`config.mk`:
```
export PLATFORM = sky130hd
export DESIGN_NAME = lcd_refresh_ctrl
export DESIGN_NICKNAME = d
export VERILOG_FILES = /design/src/rtl/lcd_refresh_ctrl.sv
export SDC_FILE = /design/constraint.sdc
export NUM_CORES = 1
export LEC_CHECK = 0
export ABC_CLOCK_PERIOD_IN_PS = 2800
export BUFFER_PORTS_ARGS = -buffer_cell sky130_fd_sc_hd__buf_2
export CORE_MARGIN = 8
export CORE_UTILIZATION = 25
export CTS_BUF_LIST = sky130_fd_sc_hd__clkbuf_4
export DETAILED_ROUTE_END_ITERATION = 12
export GPL_TIMING_DRIVEN = 0
export PLACE_DENSITY = 0.47
export SYNTH_ARGS = -nofsm -noshare
export SYNTH_HDL_FRONTEND = slang
export SYNTH_SLANG_ARGS = --single-unit
```
`constraint.sdc`:
```
create_clock -name clk -period 2.8 [get_ports clk]
set_input_delay 0.28 -clock clk [delete_from_list [all_inputs] [get_ports clk]]
set_output_delay 0.28 -clock clk [all_outputs]
set_load 0.1 [all_outputs]
```
`src/rtl/lcd_refresh_ctrl.sv`:
```
// Continuous refresh sequencer for a 2x16 character LCD on a 4-bit bus.
// Streams two address commands and 32 stored characters per frame, then idles for a frame gap.
module lcd_refresh_ctrl #(
    parameter int T_SETUP     = 2,
    parameter int T_EN        = 12,
    parameter int T_HOLD      = 1,
    parameter int T_NIB_GAP   = 50,
    parameter int T_BYTE_GAP  = 2000,
    parameter int T_FRAME_GAP = 2000000
) (
    input  logic       clk,
    input  logic       reset,
    input  logic       init_done,
    input  logic [7:0] char_data,
    output logic [4:0] char_addr,
    output logic [3:0] lcd_db,
    output logic       lcd_e,
    output logic       lcd_rs,
    output logic       lcd_rw,
    output logic       busy,
    output logic       frame_done
);

    localparam int M1    = (T_SETUP > T_EN) ? T_SETUP : T_EN;
    localparam int M2    = (M1 > T_HOLD) ? M1 : T_HOLD;
    localparam int M3    = (M2 > T_NIB_GAP) ? M2 : T_NIB_GAP;
    localparam int M4    = (M3 > T_BYTE_GAP) ? M3 : T_BYTE_GAP;
    localparam int T_MAX = (M4 > T_FRAME_GAP) ? M4 : T_FRAME_GAP;
    localparam int TW    = $clog2(T_MAX + 1);

    localparam logic [TW-1:0] LD_SETUP = TW'(T_SETUP - 1);
    localparam logic [TW-1:0] LD_EN    = TW'(T_EN - 1);
    localparam logic [TW-1:0] LD_HOLD  = TW'(T_HOLD - 1);
    localparam logic [TW-1:0] LD_NIB   = TW'(T_NIB_GAP - 1);
    localparam logic [TW-1:0] LD_BYTE  = TW'(T_BYTE_GAP - 1);
    localparam logic [TW-1:0] LD_FRAME = TW'(T_FRAME_GAP - 1);

    localparam logic [2:0] IDLE      = 3'd0;
    localparam logic [2:0] FETCH     = 3'd1;
    localparam logic [2:0] N_SETUP   = 3'd2;
    localparam logic [2:0] N_EN      = 3'd3;
    localparam logic [2:0] N_HOLD    = 3'd4;
    localparam logic [2:0] N_GAP     = 3'd5;
    localparam logic [2:0] FRAME_GAP = 3'd6;

    localparam logic [5:0] LAST_IDX = 6'd33;

    logic [2:0]    state;
    logic          fetch_second;
    logic          nib_hi;
    logic [5:0]    idx;
    logic [TW-1:0] timer;
    logic [3:0]    lo_nibble;
    logic          is_cmd;
    logic [7:0]    cmd_byte;
    logic [7:0]    byte_in;

    // Command slots point at the first character of the line that follows them.
    function automatic logic [4:0] addr_of(input logic [5:0] i);
        logic [5:0] a;
        if (i == 6'd0)
            a = 6'd0;
        else if (i <= 6'd17)
            a = i - 6'd1;
        else
            a = i - 6'd2;
        return a[4:0];
    endfunction

    assign is_cmd   = (idx == 6'd0) || (idx == 6'd17);
    assign cmd_byte = (idx == 6'd0) ? 8'h80 : 8'hC0;
    assign byte_in  = is_cmd ? cmd_byte : char_data;

    assign lcd_e  = (state == N_EN);
    assign busy   = (state != IDLE) && (state != FRAME_GAP);
    assign lcd_rw = 1'b0;

    always_ff @(posedge clk) begin
        if (reset) begin
            state        <= IDLE;
            fetch_second <= 1'b0;
            nib_hi       <= 1'b0;
            idx          <= 6'd0;
            timer        <= '0;
            lo_nibble    <= 4'd0;
            char_addr    <= 5'd0;
            lcd_db       <= 4'd0;
            lcd_rs       <= 1'b0;
            frame_done   <= 1'b0;
        end else begin
            frame_done <= 1'b0;
            case (state)
                IDLE: begin
                    if (init_done) begin
                        state        <= FETCH;
                        fetch_second <= 1'b0;
                        idx          <= 6'd0;
                        char_addr    <= addr_of(6'd0);
                    end
                end
                FETCH: begin
                    if (!fetch_second) begin
                        fetch_second <= 1'b1;
                        lcd_rs       <= ~is_cmd;
                    end else begin
                        // char_data now reflects the address issued in the first FETCH cycle.
                        fetch_second <= 1'b0;
                        lcd_db       <= byte_in[7:4];
                        lo_nibble    <= byte_in[3:0];
                        nib_hi       <= 1'b1;
                        timer        <= LD_SETUP;
                        state        <= N_SETUP;
                    end
                end
                N_SETUP: begin
                    if (timer == '0) begin
                        state <= N_EN;
                        timer <= LD_EN;
                    end else begin
                        timer <= timer - TW'(1);
                    end
                end
                N_EN: begin
                    if (timer == '0) begin
                        state <= N_HOLD;
                        timer <= LD_HOLD;
                    end else begin
                        timer <= timer - TW'(1);
                    end
                end
                N_HOLD: begin
                    if (timer == '0) begin
                        state <= N_GAP;
                        timer <= nib_hi ? LD_NIB : LD_BYTE;
                    end else begin
                        timer <= timer - TW'(1);
                    end
                end
                N_GAP: begin
                    if (timer != '0) begin
                        timer <= timer - TW'(1);
                    end else if (nib_hi) begin
                        nib_hi <= 1'b0;
                        lcd_db <= lo_nibble;
                        timer  <= LD_SETUP;
                        state  <= N_SETUP;
                    end else if (idx == LAST_IDX) begin
                        frame_done <= 1'b1;
                        timer      <= LD_FRAME;
                        state      <= FRAME_GAP;
                    end else begin
                        idx          <= idx + 6'd1;
                        char_addr    <= addr_of(idx + 6'd1);
                        fetch_second <= 1'b0;
                        state        <= FETCH;
                    end
                end
                FRAME_GAP: begin
                    if (timer == '0) begin
                        idx          <= 6'd0;
                        char_addr    <= addr_of(6'd0);
                        fetch_second <= 1'b0;
                        state        <= FETCH;
                    end else begin
                        timer <= timer - TW'(1);
                    end
                end
                default: state <= IDLE;
            endcase
        end
    end

endmodule

```
Word level (Yosys, flattened, before mapping)
Index checks and enable logic that the tools add are counted.
{"block": "op_classes", "shifts": 0, "n_mux": 51, "n_eq_ne": 21, "multipliers": 0, "magnitude_cmp": 1, "bitwise_logic": 3, "n_reduce_logical": 21, "add_sub_neg": 4, "div_mod_pow": 0}
{"operator": "21-bit 2-to-1 mux", "n": 8}
{"operator": "21-bit case mux with 6 select lines", "n": 1}
{"operator": "5-bit 2-to-1 mux", "n": 7}
{"operator": "6-bit 2-to-1 mux", "n": 5}
{"operator": "3-bit 2-to-1 mux", "n": 9}
{"operator": "21-bit zero test", "n": 1}
{"operator": "3-bit case mux with 7 select lines", "n": 1}
{"operator": "21-bit nonzero test", "n": 1}
{"operator": "21-bit by 1-bit subtractor with 21-bit output, second input constant", "n": 1}
{"operator": "2-bit != test, second input constant", "n": 10}
{"operator": "6-bit case mux with 3 select lines", "n": 1}
{"operator": "5-bit case mux with 3 select lines", "n": 1}
{"operator": "6-bit zero test", "n": 2}
{"operator": "4-bit 2-to-1 mux", "n": 3}
{"operator": "6-bit AND reduction", "n": 2}
{"operator": "11-bit 2-to-1 mux", "n": 1}
{"operator": "3-bit equality test, second input constant", "n": 3}
{"operator": "1-bit 2-to-1 mux", "n": 9}
{"operator": "8-bit 2-to-1 mux", "n": 1}
{"operator": "4-bit case mux with 2 select lines", "n": 1}
{"operator": "4-bit AND reduction", "n": 2}
{"operator": "7-bit 2-to-1 mux", "n": 1}
{"operator": "7-bit AND reduction", "n": 1}
{"operator": "6-bit by 1-bit adder with 6-bit output, second input constant", "n": 1}
{"operator": "other kinds (23)", "n": 28}
{"block": "totals", "rom_bits": 0, "out_inout_bits": 14, "input_bits": 11, "mem_bits_rw": 0, "latchBits": 0, "ff_bits": 47, "mem_count": 0, "wordCells": 111}

Depth between registers and ports, before layout
Gate-level depths: netlist (run 1).
{"block": "depth", "ltp_word": 8, "mapped_depth": 10, "depth_no_buf": 8}

Worst setup path before layout (run 1)
Ideal clock, no wire load.
{"block": "synth_path", "path_type": "flip-flop to flip-flop", "startpoint": "register timer[8]", "endpoint": "register state[1]", "arrival_ns": 2.384, "path_stages_with_launch": 9, "t_required_ns": 2.730, "setup_slack_ns": 0.345, "n_path_buf": 2, "setup_ns": 0.070, "path_cell_list": "dfxtp_1 > or4_1 > clkbuf_2 > or3_1 > buf_6 > or3_4 > or3_1 > a21o_1 > a21oi_1"}
{"block": "synth_between", "elab_chain_cells": 3, "elab_cells_between_ends": 8, "classes_between": "eq/ne (5); reduce/logical (3)"}
{"item": "start: declaration", "line_no": "52", "text": "logic [TW-1:0] timer;"}
{"item": "start signal: assignment", "line_no": "120", "text": "timer <= timer - TW'(1);"}
{"item": "start signal: assignment", "line_no": "128", "text": "timer <= timer - TW'(1);"}
{"item": "start signal: assignment", "line_no": "134", "text": "timer <= nib_hi ? LD_NIB : LD_BYTE;"}
{"item": "21-bit zero test / 21-bit nonzero test (equally long branches)"}
{"item": "2-bit != test (no source line) / 2-bit by 1-bit != test with 1-bit output (equally long branches)"}
{"item": "7-bit AND reduction (no source line) *"}
{"item": "end signal: assignment", "line_no": "117", "text": "state <= N_EN;"}
{"item": "end signal: assignment", "line_no": "125", "text": "state <= N_HOLD;"}
{"item": "end signal: assignment", "line_no": "133", "text": "state <= N_GAP;"}
{"item": "end: declaration", "line_no": "48", "text": "logic [2:0] state;"}
Every way passes the cells marked *; elsewhere a longest branch is shown, timed or not.
A chain may end at the register's enable or synchronous reset.

Worst setup path in the final report (run 1)
{"block": "layout_path", "startpoint": "register timer[4]", "endpoint": "register timer[5]"}
{"block": "layout_between", "elab_chain_cells": 3, "elab_cells_between_ends": 12, "classes_between": "add/sub (1); eq/ne (2); mux (6); reduce/logical (3)"}
{"item": "21-bit by 1-bit subtractor with 21-bit output, or another cell as far along"}
{"item": "21-bit 2-to-1 mux, or another cell as far along", "line_no": "159", "text": "if (timer == '0) begin"}
{"item": "21-bit case mux with 6 select lines / 4-bit AND reduction (equally long branches)"}
Several ways; a longest one is shown, not always the timed one. The select of a mux whose other input is x is not followed.

==> metrics.cfg, run 1 <==
[worst_setup_path]
worstReg2RegStart=timer[4]
reg2reg_depth=7
cp.arrival_ps=2970
critPathSlowestCell=or4_4
cp-start-kind=flop
crit_required_ps=3070
rrSetupSlack_ps=100
rr_endpoint=timer[5]
cp.depth=7
cp-end-kind=flop
path_max_fanout=8
critPathMaxStageDelay_ps=610
crit_chain=clkbuf_1 > or4_4 > nor3_2 > nand3_2 > o31ai_1 > nor4_1 > or3_1
critPathBufInv=1
criticalPathCategory=reg2reg
cp_top_family=simple AND/OR/NAND/NOR gates

[cells_and_area]
drive_above_1_share_pct=13.6
fin_nets=484
layout_common_cells=50 x nor2_1, 47 x dfxtp_1, 39 x o21ai_0, 36 x nand2_1, 28 x a21oi_1
synthToLayoutAreaGrowth_pct=15.0
num-fill-cells=1418
final_common_cell=nor2_1
diodes=0

[yosys]
async_flop_share_pct=0
syn_area_per_cell_um2=7.40
syn-cell-area_mm2=0.00318
ys_ff_latch=47
synth_area_leaders=dfxtp_1 30%, o21ai_0 6.6%, nor2_1 6.0%
synth_edf_count=0
synthCells=430
seq_area_frac_synth_pct=29.6
ys_types=65
ys.flop_type=dfxtp_1
yosysTopAreaCellShare_pct=29.6
syn_nets=450
yosys_warnings=0
yosys.area.top_type=dfxtp_1

[worst_hold_path]
min_from=char_data[2]
whs_endpoint=lo_nibble[2]
worstHoldPathType=in2reg
hold_depth=3

[sta]
fin_skew_ps=11.0
drv_slew=0
worst_pin_slew_ps=731
fin_tns_setup_ps=0
setup_viol=0
worst_slack_ps=101
fin_crit_sh_pct=96.4
max_freq_ghz=0.370
relSlewSlack_pct=50.9
hold_violations=0
period_needed_ps=2700
rsz0062_at_grt=true
hold_ws_ps=151

[route]
ant_nets=0
drc=0
drt-total-wl_um=10300
routed_via_density=5.29
firstDrtPassIters=4
num_vias=3356
dr.first_iter.drc_count=255
avgRoutedWirePerCell_um=16.2

[floorplanning]
die-height_um=129
coreArea_mm2=0.0125
die_area_mm2=0.0166
die_w_um=129
start_util_pct=25.4
rows=41
io_pins=25

[clock_tree]
clk_pin_slew_ps=140
clock_path_buffers=2
clock-sinks=47
cts-root-buf=clkbuf_4
cts_inserted_buffers=5
cts_tree=built
cts-htree-levels=2
clkLatencyLatePin_ps=360

[pwr]
pwr-share-clk_pct=19.5
power_density_mw_per_mm2=443
p_switching_mw=0.642
seqPwrFrac_pct=43.5
comb_power_share_pct=36.9
p_int_mw=0.980
total_power_mw=1.62
swShare_pct=39.6
p_leak_nw=1.39
ir_drop_mv=0.158

[placement]
gp_congestion=0.851
port_buffers=23
hpwl_um=7540
place_ws_ps=-205

[grt]
use_met2_pct=19.9
grt_pass1_wl_um=16300
grt-busiest-layer=met2
overflow=0
met1_usage_pct=15.6
grt_util_met3_pct=2.52
grt_usage_pct=12.1
antenna_found_initial=0
grt_start_max_net_pins=13
grt_pass1_vias=3152

[job]
maxCapViolCount=0

[status]
outcome=completed

## power groups by stage
stage	combinational, mW	clock [mW]	sequential, mW
2_1_floorplan	0.387	0	0.737
3_3_place_gp	0.553	0	0.720
3_5_place_dp	0.552	0	0.720
4_1_cts	0.568	0.338	0.706
5_1_grt	0.645	0.366	0.709
6_report	0.599	0.317	0.706
## sequential cells by signal, indices dropped and copies added (netlist names)
signal and cells:
timer 21, frame_done 1, idx 6, nib_hi 1
lcd_rs 1, lcd_db 4, lo_nibble 4, char_addr 5
state 3, fetch_second 1
## timing repair
item | 4_1_cts | 5_1_grt
resized for setup | 7 | 11
endpoints found under the setup margin | 27 | 26
hold buffers | 0 | 0
pin swaps | 1 | 1
buffers inserted | 2 | 2
## worst register-to-register path: cells and delay by family, from the launching register on
| kind | cells | cell delay [ps] |
|---|---|---|
| compound gates | 1 | 550 |
| buf+inv | 1 | 170 |
| flops | 1 | 330 |
| simple gates | 5 | 1550 |
## Yosys cell counts (all sizes together), types with 4 or more instances
| cell | count |
|---|---|
| nor4 | 9 |
| and3 | 4 |
| or3 | 14 |
| ha | 9 |
| o21ai | 43 |
| nor2 | 51 |
| or2 | 5 |
| clkbuf | 21 |
| nand3 | 14 |
| xnor2 | 5 |
| mux2i | 5 |
| nand2 | 36 |
| nor3 | 18 |
| a211oi | 5 |
| and2 | 4 |
| a21oi | 29 |
| o31ai | 5 |
| dfxtp | 47 |
| a22oi | 6 |
| o21a | 6 |
| a21o | 8 |
| inv | 11 |
| buf | 6 |
| or4 | 5 |
| a31oi | 4 |
| a311oi | 4 |
| nor2b | 4 |
## through the flow
| stage | util, % | cells | cell area, um^2 |
|---|---|---|---|
| after floorplan | - | 430 | 3180 |
| after global placement | 28.0 | 625 | 3510 |
| after detailed placement | 28.0 | 625 | 3510 |
| after CTS | 28.8 | 633 | 3600 |
| after global routing | 29.2 | 635 | 3660 |
| final | 29.2 | 635 | 3660 |
## per-layer routing
metal  routed length [um]  vias to the layer above  share of wire [%]
li1                     -                     1644                  -
met1                 4580                     1576                 45
met2                 4840                      118                 47
met3                  686                       18                6.7
met4                  148                        0                1.4
met5                    0                        -                  0
## how the worst max path moves through the flow
stage,start,end,slack (ps)
after detailed placement,timer[8],timer[19],-200
after global routing,timer[4],idx[2],-40
final,timer[4],timer[5],100
after global placement,timer[8],timer[7],-230
after CTS,timer[8],idx[4],6
after floorplan,timer[8],state[1],350
## cell families (layout without fill, tap and decap cells)
family	Yosys count	in the layout	share of synthesized area, %
muxes	6	6	1.93
adders and majority gates	9	9	3.54
buffers and inverters	38	71	4.96
and+or+nand+nor	181	181	29.2
xor gates and xnor gates	8	8	2.20
other	1	1	0.118
AOI/OAI and AO/OA	140	140	28.5
DFF	47	47	29.6
## layout make-up
type / instances / area (um^2) / share of cell area [%]
buffer: 27 / 125 / 3.42
clock buffer: 6 / 45.0 / 1.23
inverter: 11 / 41.3 / 1.13
multi-input combinational: 345 / 2140 / 58.6
sequential: 47 / 941 / 25.7
tap: 172 / 215 / 5.88
timing repair buffer: 27 / 145 / 3.97
No activity file was read; power rests on OpenSTA's default activity.
==> inputs of run 2 (changes only) <==
Settings changed: CORE_MARGIN 8 to 3.
==> run 2 against run 1 <==
  * Clock skew fell by 0.95 ps
  * Critical path depth did not move
  * Clock power rose by 34%
  * Maximum frequency fell by 1.5%
  * Highest routed layer unchanged
  * Critical endpoint is now timer[9]
==> metrics.cfg, run 2 (synthesis gave the netlist of run 1 again) <==
[placement]
dp.cells=621
port_buffers=23
hpwl_um=7330
gp_congestion=0.880
placed_cell_area_mm2=0.00351

[worst_setup_path]
crit_required_ps=3080
critPathSlowestCell=o31ai_2
cp.arrival_ps=3020
critPathMaxStageDelay_ps=630
criticalPathCategory=reg2reg
cp-start-kind=flop
cp-end-kind=flop
crit_chain=or4_1 > clkbuf_2 > or3_1 > buf_6 > o31ai_2 > o21ai_0 > a211o_1
path_max_fanout=8

[clock_tree]
clk_pin_slew_ps=150
clock-sinks=47
cts-htree-levels=2
clkLatencyLatePin_ps=370
clock_path_buffers=2
cts-hold-fix-buffers=0
cts_tree=built
cts_inserted_buffers=5
cts-root-buf=clkbuf_4

[worst_hold_path]
worstHoldPathType=in2reg

[grt]
grt_pass1_vias=3118
overflow=0
grt_start_max_net_pins=15
grt_pass1_wl_um=16400
antenna_found_initial=0
grt_usage_pct=14.0

[sta]
max_freq_ghz=0.365
fin_crit_sh_pct=97.8
setup_viol=0
period_needed_ps=2740
worst_pin_slew_ps=794
rsz0062_at_grt=true
hold_violations=0
fin_skew_ps=10.1
relSlewSlack_pct=46.5
drv_slew=0

[cells_and_area]
largest_reg_flops=21
fin_area_mm2=0.00367
synthToLayoutAreaGrowth_pct=15.5
multi_input_area_mm2=0.00214
drive_above_1_share_pct=14.0
num-fill-cells=1343
seq_area_um2=942
fin_nets=483
final_common_cell=nor2_1
final_cells=632
diodes=0
layout_common_cells=50 x nor2_1, 46 x dfxtp_1, 41 x o21ai_0, 36 x nand2_1, 28 x a21oi_1
reg_top3=timer (21), idx (6), char_addr (5)
regMostFlops=timer

[route]
avgRoutedWirePerCell_um=15.8
routed_via_density=5.28
dr.first_iter.drc_count=258
firstDrtPassIters=5
drc=0
drt-total-wl_um=9990
num_vias=3340
ant_nets=0

[floorplanning]
die-height_um=119
rows=40
start_util_pct=26.0
die_w_um=119
die_area_mm2=0.0141
coreArea_mm2=0.0122
io_pins=25

[pwr]
power_density_mw_per_mm2=469
ir_drop_mv=0.215
p_int_mw=1.07
p_leak_nw=1.40
pwr-share-clk_pct=24.7
swShare_pct=38.2
p_switching_mw=0.658
comb_power_share_pct=34.0
seqPwrFrac_pct=41.3

[status]
outcome=completed

[job]
maxCapViolCount=0

-- run 2: cell count changes in the layout (fill, tap and decap cells not counted) --
cell,before,now
o31ai_2,0,1
clkinv_1,0,1
buf_4,6,5
clkinv_2,0,1
o21ai_0,39,41
dfxtp_1,47,46
dfxtp_2,0,1
bufinv_16,0,1
o31ai_4,1,0
clkbuf_1,20,19
o21ai_1,4,2
-- run 2: power groups by stage --
stage | registers (mW) | clock network (mW) | logic, mW
after floorplan | 0.737 | 0 | 0.387
after global placement | 0.719 | 0 | 0.554
after detailed placement | 0.719 | 0 | 0.550
after CTS | 0.705 | 0.436 | 0.568
after global routing | 0.716 | 0.453 | 0.640
final | 0.711 | 0.426 | 0.586
-- run 2: layout make-up --
class	instances	area share, %
Multi-Input combinational cell	345	58.2
Sequential cell	47	25.7
Tap cell	168	5.72
Timing Repair Buffer	27	3.95
Buffer	26	3.30
Inverter	11	1.12
Clock inverter	3	1.06
Clock buffer	5	1.02
-- run 2: path summary, 6_finish.rpt --
path,slack (ps),from,cells after the start,endpoint
setup / recovery,60,timer[8],7,timer[9]
hold / removal,140,char_data[0],3,lo_nibble[0]
setup reg to reg,60,timer[8],7,timer[9]
hold reg to reg,470,char_addr[1],2,char_addr[1]
-- run 2: worst max-delay path: cells and delay by family (launching register included) --
family / cells / cell delay [ps]
AO/OA/AOI/OAI: 3 / 1100
AND/OR/NAND/NOR: 2 / 850
flip-flops: 1 / 380
buffers and inverters: 2 / 320
-- run 2: through the flow --
| stage | total power [mW] | worst slack, ps | utilization [%] | setup TNS, ps | hold slack (ps) |
|---|---|---|---|---|---|
| final | 1.72 | 60.5 | 30.1 | 0 | 141 |
| after global routing | 1.81 | -54.6 | 30.1 | -111 | 146 |
| after detailed placement | 1.27 | -239 | 28.7 | -3960 | 444 |
| after CTS | 1.71 | 37.0 | 29.6 | 0 | 129 |
| after global placement | 1.27 | -260 | 28.7 | -4270 | 443 |
| after floorplan | 1.12 | 345 | - | 0 | 428 |
-- run 2: what timing repair did --
action / CTS / global route
pin swaps: 1 / 2
setup endpoints to repair: 27 / 26
setup buffers: 1 / 3
resized for setup: 6 / 9
-- run 2: layer usage --
metal | vias up | track usage, % | wire, um
met2 | 87 | 22.5 | 4710
met3 | 8 | 2.11 | 438
li1 | 1656 | - | -
met5 | - | 0 | 0
met1 | 1589 | 20.1 | 4790
met4 | 0 | 2.32 | 55
==> inputs of run 3 (changes only) <==
Settings changed: CORE_ASPECT_RATIO set to 1.75.
==> run 3 against run 2 <==
  * Cell count down 0.32%
  * Die area rose by 0.38%
  * Clock-buffer cell count stayed put
  * Routed wire length grew 13%
  * Maximum frequency rose by 1.8%
==> metrics.cfg, run 3 (synthesis gave the netlist of run 1 again) <==
[pwr]
p_leak_nw=1.41
p_switching_mw=0.699
ir_drop_mv=0.299
swShare_pct=37.6
seqPwrFrac_pct=37.9
power_density_mw_per_mm2=501
comb_power_share_pct=33.1
total_power_mw=1.86
p_int_mw=1.16
pwr-share-clk_pct=28.9

[worst_setup_path]
rr_endpoint=state[1]
worstReg2RegStart=timer[8]
crit_required_ps=3140
path_max_fanout=8
cp.arrival_ps=3030
reg2reg_depth=8
cp-start-kind=flop
criticalPathCategory=reg2reg
cp-end-kind=flop
rrSetupSlack_ps=110

[cells_and_area]
layout_common_cells=49 x nor2_1, 46 x dfxtp_1, 39 x o21ai_0, 36 x nand2_1, 28 x a21oi_1
fin_nets=483
synthToLayoutAreaGrowth_pct=16.7
reg_top3=timer (21), idx (6), char_addr (5)
final_common_cell=nor2_1
largest_reg_flops=21
regMostFlops=timer
drive_above_1_share_pct=14.7
final_cells=630
fin_area_mm2=0.00371

[floorplanning]
die-height_um=155
rows=53
io_pins=25
start_util_pct=26.1
die_area_mm2=0.0142
die_w_um=91.3
coreArea_mm2=0.0122

[clock_tree]
clk_pin_slew_ps=150
cts_tree=built
cts-hold-fix-buffers=0
clock-sinks=47
cts-root-buf=clkbuf_4
cts-htree-levels=2
cts_inserted_buffers=5
clock_path_buffers=2
clkLatencyLatePin_ps=410

[placement]
dp.cells=618
placed_cell_area_mm2=0.00350
gp_congestion=0.922
port_buffers=23
hpwl_um=8620

[worst_hold_path]
min_from=char_data[0]
hold_depth=3
whs_endpoint=lo_nibble[0]
worstHoldPathType=in2reg

[sta]
relSlewSlack_pct=55.2
rsz0062_at_grt=false
drv_slew=0
period_needed_ps=2690
hold_violations=0
worst_pin_slew_ps=672
fin_crit_sh_pct=96.2
max_freq_ghz=0.371
fin_skew_ps=18.9
hold_ws_ps=103
setup_viol=0

[route]
ant_nets=0
firstDrtPassIters=4
routed_via_density=5.42
drc=0
drt-total-wl_um=11300
num_vias=3413
dr.first_iter.drc_count=225
avgRoutedWirePerCell_um=17.9

[grt]
grt_usage_pct=15.8
grt_pass1_wl_um=17700
grt_start_max_net_pins=16
overflow=0
grt_pass1_vias=3453
antenna_found_initial=1

[job]
maxCapViolCount=0

[status]
outcome=completed

run 3: final cells by class:
type,instances,area [um^2]
clock buffer,5,37.5
fill,1384,8490
buffer,27,131
antenna,1,2.50
inverter,11,41.3
tap,165,206
timing repair buffer,26,138
sequential,47,942
clock inverter,3,67.6
multi-input combinational,345,2150
run 3: worst max-delay path, cell delays in order (launching register included):
cell	delay, ps
dfxtp_2	390
or4_1	520
clkbuf_2	170
or3_1	340
buf_6	160
or3_4	410
or3_1	340
a21o_1	190
a21oi_1	110
run 3: how the worst max path moves through the flow:
stage / from / to / slack, ps / cells after the start
after global routing: timer[8] / timer[14] / 4 / 8
final: timer[8] / state[1] / 110 / 8
after CTS: timer[4] / idx[4] / 2 / 8
after detailed placement: timer[8] / timer[5] / -370 / 7
after floorplan: timer[8] / state[1] / 350 / 8
after global placement: timer[8] / timer[5] / -320 / 7
run 3: what timing repair did:
action / 4_1_cts / 5_1_grt
pin swaps: 2 / 2
endpoints found under the hold margin: 0 / 0
setup buffers: 3 / 0
endpoints found under the setup margin: 31 / 28
cloned: 0 / 0
resized for setup: 10 / 14
run 3: power groups by stage:
| stage | Combinational, mW | Sequential [mW] | Clock, mW |
|---|---|---|---|
| after floorplan | 0.387 | 0.737 | 0 |
| after global placement | 0.563 | 0.719 | 0 |
| after detailed placement | 0.560 | 0.719 | 0 |
| after CTS | 0.589 | 0.705 | 0.556 |
| after global routing | 0.666 | 0.708 | 0.577 |
| final | 0.616 | 0.706 | 0.539 |
run 3: per-layer routing:
| metal | GRT usage (%) | vias up | routed length [um] |
|---|---|---|---|
| met5 | 0 | - | 0 |
| met4 | 8.56 | 0 | 533 |
| met3 | 1.40 | 30 | 413 |
| met2 | 32.8 | 108 | 6400 |
| met1 | 14.6 | 1627 | 3910 |
| li1 | - | 1648 | - |
run 3: through the flow:
step	setup WS (ps)	setup TNS, ps	util [%]
final	108	0	30.4
after floorplan	345	0	-
after CTS	1.77	0	30.1
after global placement	-323	-6190	28.7
after global routing	4.23	0	30.4
after detailed placement	-371	-6860	28.7
